$ cat config.mk
export PLATFORM = sky130hd
export DESIGN_NAME = tlul_arb2
export DESIGN_NICKNAME = d
export VERILOG_FILES = /design/src/rtl/tlul_arb2.sv
export SDC_FILE = /design/constraint.sdc
export NUM_CORES = 1
export LEC_CHECK = 0
export BUFFER_PORTS_ARGS = -buffer_cell sky130_fd_sc_hd__clkbuf_2
export CORE_AREA = 2 2 163 165
export CTS_CLUSTER_DIAMETER = 50
export CTS_CLUSTER_SIZE = 16
export DETAILED_ROUTE_END_ITERATION = 8
export DIE_AREA = 0 0 165 167
export GPL_TIMING_DRIVEN = 0
export PLACE_DENSITY = 0.46
export REMOVE_ABC_BUFFERS = 1
export SETUP_SLACK_MARGIN = 0.05
export SLEW_MARGIN = 20
export SYNTH_ARGS = -nofsm -noshare
export SYNTH_HDL_FRONTEND = slang
export SYNTH_SLANG_ARGS = --single-unit
$ cat constraint.sdc
create_clock -name clk_i -period 6.9 [get_ports clk_i]
set_input_delay 1.38 -clock clk_i [delete_from_list [all_inputs] [get_ports clk_i]]
set_output_delay 1.38 -clock clk_i [all_outputs]
set_load 0.01 [all_outputs]
$ cat src/rtl/tlul_arb2.sv
// Two-host TL-UL arbiter with round-robin grant, handshake locking and an
// in-order response-routing FIFO that steers device responses back to the issuer.
package tluh_32_pkg;
    typedef struct packed {
        logic        a_valid;
        logic [2:0]  a_opcode;
        logic [2:0]  a_param;
        logic [1:0]  a_size;
        logic [7:0]  a_source;
        logic [31:0] a_address;
        logic [3:0]  a_mask;
        logic [31:0] a_data;
        logic        d_ready;
    } tl_h2d_t;

    typedef struct packed {
        logic        d_valid;
        logic [2:0]  d_opcode;
        logic [2:0]  d_param;
        logic [1:0]  d_size;
        logic [7:0]  d_source;
        logic        d_sink;
        logic [31:0] d_data;
        logic        d_error;
        logic        a_ready;
    } tl_d2h_t;
endpackage

module tlul_arb2
    import tluh_32_pkg::*;
#(
    parameter int unsigned Depth = 4
) (
    input  logic                         clk_i,
    input  logic                         rst_ni,
    input  tl_h2d_t                      tl_h0_i,
    output tl_d2h_t                      tl_h0_o,
    input  tl_h2d_t                      tl_h1_i,
    output tl_d2h_t                      tl_h1_o,
    output tl_h2d_t                      tl_d_o,
    input  tl_d2h_t                      tl_d_i,
    output logic [$clog2(Depth+1)-1:0]   outstanding_o,
    output logic                         unexp_rsp_o
);

    localparam int unsigned CW = $clog2(Depth + 1);
    localparam int unsigned PW = $clog2(Depth);

    typedef enum logic {IDLE, LOCKED} state_e;

    state_e           state_q, state_d;
    logic             rr_q;
    logic             win_q, win_d;
    logic             winner;
    logic [Depth-1:0] fifo_q;
    logic [PW-1:0]    head_q, tail_q;
    logic [CW-1:0]    cnt_q;
    logic             unexp_q;
    logic             full, empty, head_host;
    logic             dev_a_valid, dev_d_ready;
    logic             push, pop;
    tl_h2d_t          win_req;

    function automatic logic [PW-1:0] ptr_inc(input logic [PW-1:0] p);
        return (p == PW'(Depth - 1)) ? '0 : p + 1'b1;
    endfunction

    assign full      = (cnt_q == CW'(Depth));
    assign empty     = (cnt_q == '0);
    assign head_host = fifo_q[head_q];

    always_comb begin
        winner = win_q;
        if (state_q == IDLE) begin
            if (tl_h0_i.a_valid && tl_h1_i.a_valid) winner = rr_q;
            else                                    winner = tl_h1_i.a_valid;
        end
    end

    assign win_req     = winner ? tl_h1_i : tl_h0_i;
    assign dev_a_valid = win_req.a_valid & ~full & rst_ni;
    assign dev_d_ready = empty ? 1'b1 : (head_host ? tl_h1_i.d_ready : tl_h0_i.d_ready);
    assign push        = dev_a_valid & tl_d_i.a_ready;
    assign pop         = tl_d_i.d_valid & dev_d_ready & ~empty;

    always_comb begin
        state_d = state_q;
        win_d   = win_q;
        case (state_q)
            IDLE: begin
                if (dev_a_valid && !tl_d_i.a_ready) begin
                    state_d = LOCKED;
                    win_d   = winner;
                end
            end
            LOCKED: begin
                if (push) state_d = IDLE;
            end
            default: state_d = IDLE;
        endcase
    end

    always_ff @(posedge clk_i or negedge rst_ni) begin
        if (!rst_ni) begin
            state_q <= IDLE;
            win_q   <= 1'b0;
            rr_q    <= 1'b0;
            fifo_q  <= '0;
            head_q  <= '0;
            tail_q  <= '0;
            cnt_q   <= '0;
            unexp_q <= 1'b0;
        end else begin
            state_q <= state_d;
            win_q   <= win_d;
            unexp_q <= tl_d_i.d_valid & empty;
            if (push) begin
                fifo_q[tail_q] <= winner;
                tail_q         <= ptr_inc(tail_q);
                rr_q           <= ~winner;
            end
            if (pop) head_q <= ptr_inc(head_q);
            // push is already blocked when full and pop when empty, so cnt_q stays in 0..Depth
            case ({push, pop})
                2'b10:   cnt_q <= cnt_q + 1'b1;
                2'b01:   cnt_q <= cnt_q - 1'b1;
                default: cnt_q <= cnt_q;
            endcase
        end
    end

    always_comb begin
        tl_d_o          = win_req;
        tl_d_o.a_valid  = dev_a_valid;
        tl_d_o.d_ready  = dev_d_ready;

        tl_h0_o         = tl_d_i;
        tl_h0_o.a_ready = ~winner & tl_d_i.a_ready & ~full & rst_ni;
        tl_h0_o.d_valid = tl_d_i.d_valid & ~empty & ~head_host & rst_ni;

        tl_h1_o         = tl_d_i;
        tl_h1_o.a_ready = winner & tl_d_i.a_ready & ~full & rst_ni;
        tl_h1_o.d_valid = tl_d_i.d_valid & ~empty & head_host & rst_ni;
    end

    assign outstanding_o = cnt_q;
    assign unexp_rsp_o   = unexp_q;

endmodule

==> flow_summary.json <==
{
  "clk_latency_ns": 0.24,
  "syn_to_final_growth_pct": 39.8,
  "dp_cells": 770,
  "fmax_mhz": 213,
  "core.rowCount": 59,
  "seq_area_um2": 375,
  "finalMaxSlewViolations": 0,
  "die_y_um": 167,
  "hold_buffers": 0,
  "final_nets": 673,
  "critPathRequiredTime_ns": 5.52,
  "numCtsBuffers": 3,
  "worstHoldPathType": "register to register",
  "yosys_register_bits": 15,
  "crit_type": "primary input to primary output",
  "status": "finished, final reports clean",
  "overflow": 0,
  "hold_ws_ns": 0.501,
  "crit_top_cell": "clkbuf_2",
  "gr-usage-all-layers_pct": 15.4,
  "worst_r2r_path_depth": 9,
  "dieArea_um2": 27600,
  "cts.clk_slew.worst_paths_ns": 0.05,
  "grt_pass1_wl_um": 27200,
  "drt-total-wl_um": 22300,
  "max_cap_viol_count": 0,
  "cp_max_fo": 50,
  "routabilityCongestion": 0.830,
  "num-fill-cells": 2969,
  "synth-xor-area-share_pct": 0.990,
  "postCtsSetupRepairBufs": 0,
  "drc": 0,
  "viasPerCell": 3.51,
  "p_per_area_nw_per_um2": 346,
  "coreArea_um2": 25800,
  "wl_per_cell_um": 28.7,
  "end_kind": "primary output",
  "cts_root_buf": "clkbuf_16",
  "synth_top_area_cell": "mux2_2",
  "synth-simple-area-share_pct": 4.29,
  "multi_input_area_um2": 1410,
  "cp_slowest_cell": "o21a_4",
  "synth.area.top_cells": "mux2_2, buf_4, dfrtp_1",
  "synth_compound_gate_area_share_pct": 2.92,
  "layout_commonest_cell": "clkbuf_2",
  "synthAdderAreaFrac_pct": 3.58,
  "rsz0062_at_grt": "false",
  "final_cell_mix": "clkbuf_2, mux2_2, dfrtp_1",
  "hold_depth": 1,
  "fp.dieW_um": 165,
  "drive_gt1_share_pct": 84.1,
  "synthMuxAreaShare_pct": 41.0,
  "htree_levels": 1,
  "numPortBuffers": 269,
  "use_met1_pct": 11.8,
  "yosys_warnings": 0,
  "rrSetupSlack_ns": 4.27,
  "cts_tree": "done",
  "post-route-period-util_pct": 68.1,
  "vias": 2720,
  "tns_ns": 0,
  "hpwl_um": 20900,
  "ir_worst_vdd_v": 0.000227,
  "avgSynthCellArea_um2": 9.58,
  "fin_cells": 776,
  "power.total_mw": 1.29,
  "worst_ep_arrival_time_ns": 3.32,
  "cpPeakStageDelay_ns": 0.58,
  "antenna_found_initial": 11,
  "clock_skew_ns": 0.00229,
  "rr_startpoint": "outstanding_o[0]$_DFFE_PN0P_",
  "antenna_left": 0,
  "gr-usage-met3_pct": 16.1,
  "worstHoldStart": "fifo_q[3]$_DFFE_PN0P_",
  "final-setup-viol-count": 0,
  "min_period_ns": 4.70,
  "syn-cell-area_um2": 2650,
  "p_leak_nw": 1.92,
  "grt_max_degree": 51,
  "busiest_layer": "met2",
  "grt_pass1_vias": 2732,
  "start_util_pct": 10.3,
  "crit_chain": "clkbuf_2 -> inv_1 -> o21ai_0 -> o21a_4 -> buf_16 -> mux2_2 -> clkbuf_2",
  "maxSlewHeadroom_pct": 46.6,
  "hold_violations": 0,
  "clock-sinks": 15,
  "ios": 420,
  "netlist.area_leader.share_pct": 38.2,
  "synth_top_family_by_area": "multiplexers",
  "clk_path_buf_depth": 2,
  "synth.distinct_cells": 30,
  "ys_seq_area_share_pct": 14.1,
  "firstDrtPassIters": 4,
  "syn-instance-count": 277,
  "cp-start-kind": "primary input",
  "r2r_end": "outstanding_o[2]$_DFFE_PN0P_",
  "cts_resized": 0,
  "met2_usage_pct": 24.1,
  "hold_path_end": "fifo_q[3]$_DFFE_PN0P_",
  "tightest_slew_ns": 0.800,
  "drt_iter0_markers": 65
}
-- power by group --
| part | internal (mW) | leakage, nW | total [mW] | switching, mW |
|---|---|---|---|---|
| clock network | 0.0781 | 0.0382 | 0.111 | 0.0329 |
| registers | 0.132 | 0.181 | 0.174 | 0.0427 |
| logic | 0.514 | 1.70 | 1.00 | 0.486 |
| total | 0.723 | 1.92 | 1.29 | 0.562 |
-- metal layers --
layer	up-vias	part of all wire, %
met5	-	0.97
met4	12	6.1
met3	50	22
met2	319	43
met1	1174	28
li1	1165	-
-- cell type report --
type | count | area share (%)
inverter | 13 | 1.32
multi-input combinational | 137 | 38.0
clock buffer | 4 | 2.12
timing repair buffer | 270 | 37.0
sequential | 15 | 10.1
tap | 335 | 11.3
antenna | 2 | 0.135
-- worst max-delay path: cells and delay by family --
kind / cells / cell delay [ns]
buffers and inverters: 4 / 0.56
AO/OA/AOI/OAI: 2 / 0.92
multiplexers: 1 / 0.39
-- synthesized netlist by cell type, drive strengths merged --
cell type	number
a21boi	1
and2	1
and3	1
buf	112
dfrtp	15
fa	1
ha	6
inv	13
mux2	92
mux2i	3
mux4	1
nand2	2
nand2b	1
nor2	7
nor2b	2
nor3	5
nor4	2
o21a	1
o21ai	2
o21bai	1
o22a	1
o22ai	1
o311ai	1
o31ai	1
or2b	1
xnor2	2
xor2	1
-- stage by stage --
stage          utilization, %  worst slack [ns]  instance area (um2)
2_1_floorplan               -              1.45                 1830
3_3_place_gp             13.9            0.0610                 3590
3_5_place_dp             14.1              2.21                 3630
4_1_cts                  14.4              2.20                 3700
5_1_grt                  14.4              2.08                 3700
6_report                 14.4              2.20                 3710
-- state kept, by name, summed over array words and instances, names as in the netlist, named ones only --
name,flops
unexp_rsp_o,1
outstanding_o,3
tail_q,2
win_q,1
fifo_q,4
rr_q,1
head_q,2
-- cell families (layout without fill, tap and decap cells) --
group	after synthesis	count (layout)
simple gates	22	22
buf+inv	125	287
other cells	0	2
fa+ha+maj	7	7
mux	96	96
flops	15	15
xor+xnor	3	3
compound gates	9	9
-- worst max-delay path by stage --
stage                      from    endpoint  cells past startpoint
floorplan           tl_h0_i[85]  tl_d_o[10]                      4
global placement    tl_h0_i[85]   tl_d_o[2]                      6
detailed placement  tl_h0_i[85]   tl_d_o[2]                      7
CTS                 tl_h0_i[85]   tl_d_o[2]                      7
global route        tl_h0_i[85]   tl_d_o[2]                      7
finish              tl_h0_i[85]   tl_d_o[2]                      7
Power figures use the tool's default switching activity.
